`config.mk`:
```
export PLATFORM = sky130hd
export DESIGN_NAME = b_resp_gen
export DESIGN_NICKNAME = d
export VERILOG_FILES = /design/src/rtl/b_resp_gen.sv
export SDC_FILE = /design/constraint.sdc
export NUM_CORES = 1
export LEC_CHECK = 0
export BUFFER_PORTS_ARGS = -buffer_cell sky130_fd_sc_hd__buf_2
export CAP_MARGIN = 20
export CORE_MARGIN = 5
export CORE_UTILIZATION = 44
export CTS_BUF_LIST = sky130_fd_sc_hd__clkbuf_4
export CTS_CLUSTER_DIAMETER = 60
export DETAILED_ROUTE_END_ITERATION = 8
export PLACE_DENSITY = 0.64
export SLEW_MARGIN = 30
export SYNTH_ARGS = -nofsm -noshare
export SYNTH_HDL_FRONTEND = slang
export SYNTH_SLANG_ARGS = --single-unit
export TNS_END_PERCENT = 1
```
`constraint.sdc`:
```
create_clock -name clk -period 2.8 [get_ports clk]
set_input_delay 0.42 -clock clk [delete_from_list [all_inputs] [get_ports clk]]
set_output_delay 0.42 -clock clk [all_outputs]
set_load 0.01 [all_outputs]
```
`src/rtl/b_resp_gen.sv`:
```
// b_resp_gen: AXI slave write-response generator pairing AW entries with W-last entries into a registered B channel.
// Optional B_DECERR_EN adds aw_decerr, stored per AW entry, giving BRESP=DECERR with priority over SLVERR.
module b_resp_gen #(
  parameter int ID_WIDTH = 4,
  parameter int DEPTH    = 4
) (
  input  logic                      clk,
  input  logic                      nrst,
  input  logic                      aw_push,
  input  logic [ID_WIDTH-1:0]       aw_id,
  input  logic                      aw_slverr,
`ifdef B_DECERR_EN
  input  logic                      aw_decerr,
`endif
  output logic                      aw_full,
  input  logic                      w_push,
  input  logic                      w_slverr,
  output logic                      w_full,
  output logic                      BVALID,
  input  logic                      BREADY,
  output logic [ID_WIDTH-1:0]       BID,
  output logic [1:0]                BRESP,
  output logic [$clog2(DEPTH)+1:0]  outstanding
);
  localparam int AW = $clog2(DEPTH);
  localparam int PW = AW + 1;
  localparam int OW = AW + 2;
`ifdef B_DECERR_EN
  localparam int EW = ID_WIDTH + 2;
`else
  localparam int EW = ID_WIDTH + 1;
`endif
  logic [EW-1:0] aw_mem [DEPTH];
  logic          w_mem  [DEPTH];
  logic [PW-1:0] aw_wp, aw_rp, w_wp, w_rp;
  logic [EW-1:0] aw_entry, aw_head;
  logic          aw_empty, w_empty, aw_we, w_we, load, hs, head_slverr;
  logic [1:0]    resp_nxt;
`ifdef B_DECERR_EN
  assign aw_entry = {aw_decerr, aw_slverr, aw_id};
`else
  assign aw_entry = {aw_slverr, aw_id};
`endif
  assign aw_head     = aw_mem[aw_rp[AW-1:0]];
  assign aw_empty    = aw_wp == aw_rp;
  assign w_empty     = w_wp == w_rp;
  assign aw_full     = aw_wp == {~aw_rp[AW], aw_rp[AW-1:0]};
  assign w_full      = w_wp == {~w_rp[AW], w_rp[AW-1:0]};
  assign aw_we       = aw_push && !aw_full;
  assign w_we        = w_push && !w_full;
  assign hs          = BVALID && BREADY;
  assign load        = !aw_empty && !w_empty && (!BVALID || BREADY);
  assign head_slverr = aw_head[ID_WIDTH] | w_mem[w_rp[AW-1:0]];
  always_comb begin
`ifdef B_DECERR_EN
    resp_nxt = aw_head[EW-1] ? 2'b11 : head_slverr ? 2'b10 : 2'b00;
`else
    resp_nxt = head_slverr ? 2'b10 : 2'b00;
`endif
  end
  // Storage needs no reset: entries are only read between valid pointers.
  always_ff @(posedge clk) begin
    if (aw_we) aw_mem[aw_wp[AW-1:0]] <= aw_entry;
    if (w_we) w_mem[w_wp[AW-1:0]] <= w_slverr;
  end
  always_ff @(posedge clk or negedge nrst) begin
    if (!nrst) begin
      aw_wp       <= '0;
      aw_rp       <= '0;
      w_wp        <= '0;
      w_rp        <= '0;
      BVALID      <= 1'b0;
      BID         <= '0;
      BRESP       <= 2'b00;
      outstanding <= '0;
    end else begin
      if (aw_we) aw_wp <= aw_wp + 1'b1;
      if (w_we) w_wp <= w_wp + 1'b1;
      if (load) begin
        aw_rp <= aw_rp + 1'b1;
        w_rp  <= w_rp + 1'b1;
        BID   <= aw_head[ID_WIDTH-1:0];
        BRESP <= resp_nxt;
      end
      BVALID      <= load || (BVALID && !BREADY);
      outstanding <= outstanding + OW'(aw_we) - OW'(hs);
    end
  end
endmodule

```
==> results.json <==
{
  "outcome": "finished, final reports clean",
  "final.setup.tns_ns": 0,
  "post_synth_instance_area_um2": 2090,
  "synth.top_cells.by_count": "sky130_fd_sc_hd__edfxtp_1, sky130_fd_sc_hd__dfrtp_1, sky130_fd_sc_hd__ha_1",
  "root_buffer_master": "sky130_fd_sc_hd__clkbuf_4",
  "cts_tree": "yes",
  "ff_latch_area_um2": 1270,
  "setup_repair_after_global_routing_missed_its_margin": "no",
  "finalWorstPathRequiredPeriod_ns": 2.30,
  "tritoncts_buffers": 5,
  "finalPower_mw": 2.70,
  "drt-vias-per-instance": 4.88,
  "yosysTopAreaCellShare_pct": 34.5,
  "start_util_pct": 44.9,
  "floorplan.rows": 25,
  "multi_input_comb_area_um2": 747,
  "instances_no_fill": 219,
  "drt_wl_total_um": 3270,
  "area.growth.synth_to_final_pct": 11.7,
  "post_synth.cell_area_avg_um2": 15.3,
  "detail_route.first_pass.iterations": 4,
  "total_of_buffers_placed_on_input_and_output_ports": 22,
  "cp_slowest_stage_delay_ns": 0.66,
  "num_vias": 1068,
  "required_time_at_the_endpoint_of_the_critical_path_ns": 3.06,
  "grt_pass1_wl_um": 5630,
  "routed_wl_met3_um": 163,
  "hold_viol_final": 0,
  "top_family_by_delay_on_critical_path": "adder cells",
  "most_used_flip_flop_cell_after_synthesis": "sky130_fd_sc_hd__edfxtp_1",
  "wl_per_cell_um": 14.9,
  "first_global_vias": 1142,
  "grt_util_all_layers_pct": 12.0,
  "antenna-diode-count": 0,
  "slew_viol_final": 0,
  "initialDrtViolationCount": 68,
  "synth-warning-count": 0,
  "crit_chain": "xnor2_1, a31oi_1, inv_1, ha_1, inv_1, ha_1, fa_1, xor2_1",
  "drt.antenna.violating_nets": 0,
  "clock_sinks": 46,
  "cts.clk_slew.worst_paths_ns": 0.13,
  "max_slew_margin_pct": 62.7,
  "die_width_um": 78.9,
  "routedLengthMet1_um": 1480,
  "nNetsFinal": 190,
  "routed.top_layer": "met4",
  "fin_skew_ns": 0.00667,
  "p_leak_nw": 1.01,
  "cts.path.max_buffers": 2,
  "synthArstFlopShare_pct": 47.8,
  "postSynthCellCount": 137,
  "path_buf_inv": 2,
  "fillCellCount": 390,
  "vdd_drop_max_uv": 365,
  "antenna_found_initial": 0,
  "cp-start-kind": "flip-flop",
  "synth_cell_type_count": 29,
  "pwr_density_cell_nw_per_um2": 1160,
  "die_height_um": 78.9,
  "critPathSlowestCell": "sky130_fd_sc_hd__dfrtp_1",
  "synth.area.top_cells": "sky130_fd_sc_hd__edfxtp_1, sky130_fd_sc_hd__dfrtp_1, sky130_fd_sc_hd__ha_1, sky130_fd_sc_hd__mux4_2, sky130_fd_sc_hd__xor2_1",
  "cp_data_arrival_time_ns": 2.57,
  "syn_nets": 163,
  "cts_hold_repair.buffers": 0,
  "sequential_element_share_of_the_synthesized_area_pct": 60.8,
  "hp-class": "in -> async",
  "share_of_final_layout_standard_cells_stronger_than_drive_strength_1_pct": 27.3,
  "critPathMaxFanout": 8,
  "finalCritPeriodShare_pct": 82.2,
  "globalplace.congestion": 0.727,
  "fmax_mhz": 434,
  "post-route-worst-setup-slack_ns": 0.497,
  "grt_start_max_net_pins": 23,
  "end_kind": "flip-flop",
  "synth.most_common_cell": "sky130_fd_sc_hd__edfxtp_1",
  "wl_met2_um": 1580,
  "clock_insertion_delay_worst_skew_ns": 0.36,
  "number_of_placed_cells_counting_well_taps": 211,
  "worst-setup-path-type": "reg -> reg",
  "dp_hpwl_um": 2460,
  "synth.ff_latch_count": 46,
  "post-route-drc-count": 0,
  "setup-violations-final": 0,
  "core_um2": 4660,
  "place_ws_ns": 0.492,
  "ctsHtreeMaxLevel": 2,
  "globalRouteOverflowTotal": 0,
  "design.die.area_um2": 6230,
  "floorplan.io_pins": 24,
  "max_slew.worst_pin.slew_ns": 0.558,
  "synthDominantAreaCellType": "sky130_fd_sc_hd__edfxtp_1",
  "postCtsResizedCells": 0,
  "synth_edf_count": 24,
  "drv_cap": 0,
  "final_core_util_pct": 50.1,
  "cts_post_setup_buffers_inserted": 0
}
[cell type report]
class / count / area share, %
inverter: 13 / 2.09
clock inverter: 2 / 1.61
sequential: 46 / 54.4
timing repair buffer: 23 / 5.04
tap: 54 / 2.89
multi-input combinational: 75 / 32.0
clock buffer: 6 / 1.93
[sequential cells by signal, summed over array words and instances, names as in the netlist]
signal	cells
aw_mem	20
BID	4
outstanding	4
w_mem	4
aw_rp	3
aw_wp	3
w_rp	3
w_wp	3
BRESP	1
BVALID	1
[power breakdown]
group | switching [mW] | internal, mW | total (mW)
Combinational | 0.548 | 0.579 | 1.13
Clock | 0.209 | 0.198 | 0.407
Sequential | 0.195 | 0.975 | 1.17
[per-layer routing]
layer	up-vias	track usage (%)
met5	-	0
met4	0	5.15
met1	515	16.1
li1	524	-
met2	25	18.3
met3	4	3.51
[worst register-to-register path, delay by kind of cell (launching register included)]
kind	cells	cell delay (ns)
compound gates	1	0.24
xor+xnor	2	0.34
fa+ha+maj	3	0.86
buf+inv	2	0.11
flops	1	0.66
[placed cells by master (no fill, tap or decap), types with 2 or more instances in the layout]
master and count:
sky130_fd_sc_hd__and2_1 9, sky130_fd_sc_hd__edfxtp_1 24, sky130_fd_sc_hd__nand2_1 4, sky130_fd_sc_hd__mux2_2 6
sky130_fd_sc_hd__xnor2_1 8, sky130_fd_sc_hd__inv_1 13, sky130_fd_sc_hd__xor2_1 9, sky130_fd_sc_hd__o21ai_0 3
sky130_fd_sc_hd__clkbuf_4 6, sky130_fd_sc_hd__ha_1 14, sky130_fd_sc_hd__nor3_1 2, sky130_fd_sc_hd__dfrtp_1 22
sky130_fd_sc_hd__a31oi_1 2, sky130_fd_sc_hd__buf_2 22, sky130_fd_sc_hd__mux4_2 5
[path summary, 6_finish.rpt]
check	start	end	slack, ns	depth (start not counted)
worst max-delay path	aw_rp[0]	outstanding[2]	0.50	8
worst min-delay path	nrst	BID[2]	0.02	1
worst max register to register	aw_rp[0]	outstanding[2]	0.50	8
worst min register to register	aw_rp[2]	aw_rp[2]	0.50	1
max in group asynchronous	nrst	BRESP[1]	2.43	1
min in group clk	aw_slverr	aw_mem[2][4]	0.26	1
[cells by family (layout without fill, tap and decap cells)]
group | Yosys count | after routing | share of synthesized area (%)
adder cells (fa/ha/maj) | 15 | 15 | 9.34
XOR/XNOR | 17 | 17 | 7.12
buffers and inverters | 16 | 44 | 3.47
AO/OA/AOI/OAI | 7 | 7 | 1.91
flip-flops | 46 | 46 | 60.8
multiplexers | 13 | 13 | 10.4
AND/OR/NAND/NOR | 22 | 22 | 6.82
other | 1 | 1 | 0.179
[per-stage QoR]
stage / hold WS (ns) / area [µm²]
global placement: 0.421 / 2250
floorplan: 0.124 / 2090
finish: 0.0174 / 2330
detailed placement: 0.434 / 2250
CTS: 0.0277 / 2330
global route: 0.0383 / 2330
Note: power is estimated with default switching activity, not from simulation.
